<file path="src/rtl/exec_mul_sequencer.sv">
// EX-stage multiply sequencer: counts multiplier latency and drives pipeline stall/bubble enables.
// Optional load-use bubble insertion is enabled by defining LOAD_USE_STALL_EN.
module exec_mul_sequencer #(
  parameter int unsigned MUL_LAT = 5,
  parameter logic [6:0]  OPC_MUL = 7'h02,
  parameter logic [6:0]  OPC_NOP = 7'h3F,
  parameter logic [6:0]  OPC_LDW = 7'h10
) (
  input  logic       clk,
  input  logic       rst,
  input  logic       ex_valid,
  input  logic [6:0] ex_opcode,
  input  logic [4:0] ex_dst,
  input  logic       ex_flush,
  input  logic       id_valid,
  input  logic [4:0] id_src1,
  input  logic [4:0] id_src2,
  output logic       fetch_en,
  output logic       ex_en,
  output logic       ex_bubble,
  output logic       mem_bubble,
  output logic       mul_start,
  output logic       mul_res_valid,
  output logic       busy
);

  typedef enum logic [1:0] {
    IDLE = 2'd0,
    BUSY = 2'd1,
    DONE = 2'd2
  } state_e;

  localparam logic [3:0] LAST_BUSY_CNT = 4'(MUL_LAT - 1);

  state_e     state_q, state_d;
  logic [3:0] cnt_q, cnt_d;
  logic       mul_hit;
  logic       load_use_hit;

  assign mul_hit = ex_valid && (ex_opcode == OPC_MUL) && !ex_flush;

`ifdef LOAD_USE_STALL_EN
  assign load_use_hit = ex_valid && (ex_opcode == OPC_LDW) && (ex_dst != 5'd0) &&
                        id_valid && ((id_src1 == ex_dst) || (id_src2 == ex_dst)) &&
                        !ex_flush;
  logic [6:0] unused_opc;
  assign unused_opc = OPC_NOP;
`else
  assign load_use_hit = 1'b0;
  logic unused_ok;
  assign unused_ok = ^{id_valid, id_src1, id_src2, ex_dst, OPC_LDW, OPC_NOP};
`endif

  // A flush in BUSY or DONE abandons the multiply and returns to IDLE.
  always_comb begin
    state_d = state_q;
    cnt_d   = cnt_q;
    unique case (state_q)
      IDLE: begin
        if (mul_hit) begin
          state_d = BUSY;
          cnt_d   = 4'd1;
        end
      end
      BUSY: begin
        if (ex_flush) begin
          state_d = IDLE;
          cnt_d   = 4'd0;
        end else begin
          cnt_d = cnt_q + 4'd1;
          if (cnt_q == LAST_BUSY_CNT) begin
            state_d = DONE;
          end
        end
      end
      DONE: begin
        state_d = IDLE;
        cnt_d   = 4'd0;
      end
      default: begin
        state_d = IDLE;
        cnt_d   = 4'd0;
      end
    endcase
  end

  always_ff @(posedge clk) begin
    if (rst) begin
      state_q <= IDLE;
      cnt_q   <= 4'd0;
    end else begin
      state_q <= state_d;
      cnt_q   <= cnt_d;
    end
  end

  // Outputs are combinational; reset forces the free-flowing pipeline pattern even
  // though the registered state only clears on the next edge.
  always_comb begin
    fetch_en      = 1'b1;
    ex_en         = 1'b1;
    ex_bubble     = 1'b0;
    mem_bubble    = 1'b0;
    mul_start     = 1'b0;
    mul_res_valid = 1'b0;
    busy          = 1'b0;
    if (!rst) begin
      busy = (state_q != IDLE);
      unique case (state_q)
        IDLE: begin
          if (mul_hit) begin
            mul_start  = 1'b1;
            fetch_en   = 1'b0;
            ex_en      = 1'b0;
            mem_bubble = 1'b1;
          end else if (load_use_hit) begin
            fetch_en  = 1'b0;
            ex_bubble = 1'b1;
          end
        end
        BUSY: begin
          mem_bubble = 1'b1;
          if (!ex_flush) begin
            fetch_en = 1'b0;
            ex_en    = 1'b0;
          end
        end
        DONE: begin
          if (ex_flush) begin
            mem_bubble = 1'b1;
          end else begin
            mul_res_valid = 1'b1;
          end
        end
        default: begin
          busy = 1'b0;
        end
      endcase
    end
  end

endmodule

</file>
<file path="config.mk">
export PLATFORM = sky130hd
export DESIGN_NAME = exec_mul_sequencer
export DESIGN_NICKNAME = d
export VERILOG_FILES = /design/src/rtl/exec_mul_sequencer.sv
export SDC_FILE = /design/constraint.sdc
export NUM_CORES = 1
export LEC_CHECK = 0
export ABC_AREA = 1
export BUFFER_PORTS_ARGS = -buffer_cell sky130_fd_sc_hd__buf_2
export CAP_MARGIN = 30
export CORE_AREA = 2 2 39 41
export DETAILED_ROUTE_END_ITERATION = 7
export DIE_AREA = 0 0 41 43
export PLACE_DENSITY = 0.75
export SETUP_SLACK_MARGIN = 0.15
export SLEW_MARGIN = 20
export SYNTH_ARGS = -nofsm -noshare
export SYNTH_HDL_FRONTEND = slang
export SYNTH_SLANG_ARGS = --single-unit
</file>
<file path="constraint.sdc">
create_clock -name clk -period 2.6 [get_ports clk]
set_clock_uncertainty 0.2 [all_clocks]
set_input_delay 0.13 -clock clk [delete_from_list [all_inputs] [get_ports clk]]
set_output_delay 0.13 -clock clk [all_outputs]
set_load 0.02 [all_outputs]
</file>
==> summary.txt <==
Run status
  – Status: completed

Place
  – Gpl congestion: 0.844
  – Post-DP HPWL: 872 um
  – IO buf count: 16
  – Post-Place Worst Slack: 885 ps
  – Placement Cell Area: 599 sq um

Yosys
  – Register area share after synthesis: 23.4%
  – Async set or reset register ratio after synthesis: 0%
  – Post-synthesis register bit count: 6
  – Unique cell type count in the Yosys netlist: 21
  – YS warnings: 0
  – Syn Std Cell Area: 514 sq um
  – Largest area contributor in the netlist: dfxtp_1
  – Synth top cells by count: inv_1 (13), nand2_1 (12), nor2_1 (10)
  – Syn_nets: 111
  – Syn Area/Cell: 6.59 sq um
  – Mapped Cells: 78
  – Most used DFF post-synth: dfxtp_1
  – Post-synth EDFFs: 0
  – Yosys top cell area share: 23.4%
  – Top cells by area, synth: dfxtp_1 (23%), ha_1 (15%), inv_1 (9.5%)
  – Most common cell in the netlist: inv_1

Flow run
  – MaxCap Viol Count: 0

Timing
  – Fmax: 499 MHz
  – Fin Setup TNS: 0 ps
  – Tcrit/Tclk final: 77.1%
  – Final setup vio count: 0
  – Tmin final: 2010 ps
  – Final worst slack: 595 ps
  – Final Hold Fails: 0
  – Unrepaired setup endpoints after global routing: no
  – Max-slew violations: 0

Floorplanning
  – Rows: 14
  – Core ar.: 0.00138 sq mm
  – Initial core utilization: 37.2%
  – Io pins: 34
  – Die height: 43 um
  – Die footprint: 0.00176 sq mm
  – Die X: 41 um

CTS
  – Clock Pin Slew Worst Setup and Hold Paths: 50 ps
  – H-tree level count: 1
  – Skew-Pair Late Insertion Delay: 250 ps
  – Root Buffer: clkbuf_4
  – Postcts setup bufs: 0
  – CTS buffer count: 3
  – Sinks on Clock Net: 6
  – Cts repair resizes: 0
  – Max Root-Sink Buffers: 2
  – CTS tree: done
  – Post-CTS Hold Fix Bufs: 1

Final layout
  – Sequential cell area: 120 sq um
  – NumNets Final: 131
  – Post-route design area: 632 sq um
  – Diodes inserted: 0
  – Filler Cell Count: 152
  – Area delta synth->final: 22.9%
  – Share of layout cells above drive strength 1: 31.3%
  – Area of the multi-input gates: 323 sq um

Power and ir drop
  – Net Sw Power: 0.0000734 W
  – Clock group share of total power: 35.2%
  – P per Cell Area: 389 mW/mm^2
  – Switching Fraction: 29.9%
  – Max rail drop VDD: 0.226 mV
  – Int Pwr: 0.000172 W
  – Comb power frac: 23.3%
  – Leak: 0.320 nW
  – Power, Total: 0.000246 W
  – Flop pwr share: 41.5%

Worst setup path
  – Crit start category: flip-flop
  – Worst-path maximum fanout: 4
  – Worst Path Required: 2270 ps
  – Worst Path Class, Setup: reg2out
  – Crit end category: output port
  – Arrival @ worst endpoint: 1680 ps

Hold path
  – HP Class: in2reg

Detailed routing
  – Vias per Instance: 4.75
  – 1st-iter DRT viols: 13
  – Drt drc: 0
  – Final ANT Viol Nets: 0
  – Routed WL per cell: 9.53 um
  – Routed vias: 532
  – Routed Wire Length: 1070 um
  – Router iterations before antenna repair: 4

Global routing
  – Vias in the first global route: 443
  – Remaining global-route overflow: 0
  – Pin count of the biggest net entering global routing: 10
  – Number of antenna violations at the first check in global routing: 0
  – First-pass GRT wire length: 1730 um
  – GRT Total Usage: 14.3%
-- cells in the final DEF, fill, tap and decap left out --
cell           count
dlygate4sd3_1      1
inv_1             13
nor2_2             2
xor2_1             1
ha_1               6
nand2_4            1
nand3_1            6
o21ai_0            2
a21oi_2            1
nand4_1            2
or2_2              2
dfxtp_1            6
clkbuf_4           3
a21oi_1            4
nand3b_1           1
inv_2              2
nor2_1            10
nand2_1           12
nand3_2            1
buf_2             16
nand2_2            2
o21ai_1            1
conb_1             1
-- final timing paths --
kind,startpoint,end,slack (ps),depth (start not counted)
hold / removal,ex_flush,cnt_q[1]$_SDFFE_PP0P_,70,4
hold reg to reg,state_q[0]$_SDFFE_PP0P_,state_q[0]$_SDFFE_PP0P_,310,2
setup reg to reg,state_q[1]$_SDFFE_PP0P_,state_q[1]$_SDFFE_PP0P_,1010,7
setup / recovery,state_q[1]$_SDFFE_PP0P_,fetch_en,590,8
-- registers in the layout (all words and copies together), names as in the netlist --
name     flops
cnt_q        4
state_q      2
-- power by group through the flow --
stage | clock network, W | registers, W | logic [W]
5_1_grt | 0.0000983 | 0.000103 | 0.0000641
4_1_cts | 0.0000899 | 0.000102 | 0.0000577
2_1_floorplan | 0 | 0.000102 | 0.0000403
3_3_place_gp | 0 | 0.000103 | 0.0000544
3_5_place_dp | 0 | 0.000104 | 0.0000564
6_report | 0.0000865 | 0.000102 | 0.0000572
-- layer usage --
metal	up-vias	global-route usage [%]	share of wire [%]
met5	-	0	0
li1	278	-	-
met2	16	21.6	49
met3	3	4.19	5.4
met4	0	8.67	2.0
met1	235	16.8	44
-- worst max-delay path, stage by stage (launching register included) --
cell	delay, ps
dfxtp_1	330
inv_1	90
ha_1	190
inv_1	60
nor2_1	250
inv_1	120
o21ai_0	90
nand3_1	120
buf_2	180
-- logic make-up (layout without fill, tap and decap cells) --
kind of cell	Yosys count	in the layout	synth area share, %
AO/OA/AOI/OAI	8	8	8.52
XOR/XNOR	1	1	1.70
adder cells (fa/ha/maj)	6	6	14.6
buffers and inverters	17	35	13.9
flip-flops	6	6	23.4
other	1	1	0.729
AND/OR/NAND/NOR	39	39	37.2
-- area by class of cell --
cell class | instances | share of cell area [%]
inverters | 15 | 8.91
clock buffers | 3 | 3.56
multi-input cells | 55 | 51.1
repair buffers | 17 | 14.3
well taps | 16 | 3.17
flip-flops and latches | 6 | 19.0
-- through the flow --
| stage | util, % | instances | hold slack (ps) |
|---|---|---|---|
| after floorplan | - | 78 | -7.56 |
| after global placement | 43.3 | 108 | 189 |
| after detailed placement | 43.3 | 108 | 191 |
| after CTS | 45.7 | 112 | 69.4 |
| after global routing | 45.7 | 112 | 100 |
| final | 45.7 | 112 | 73.0 |
(Power assumes the default switching activity.)
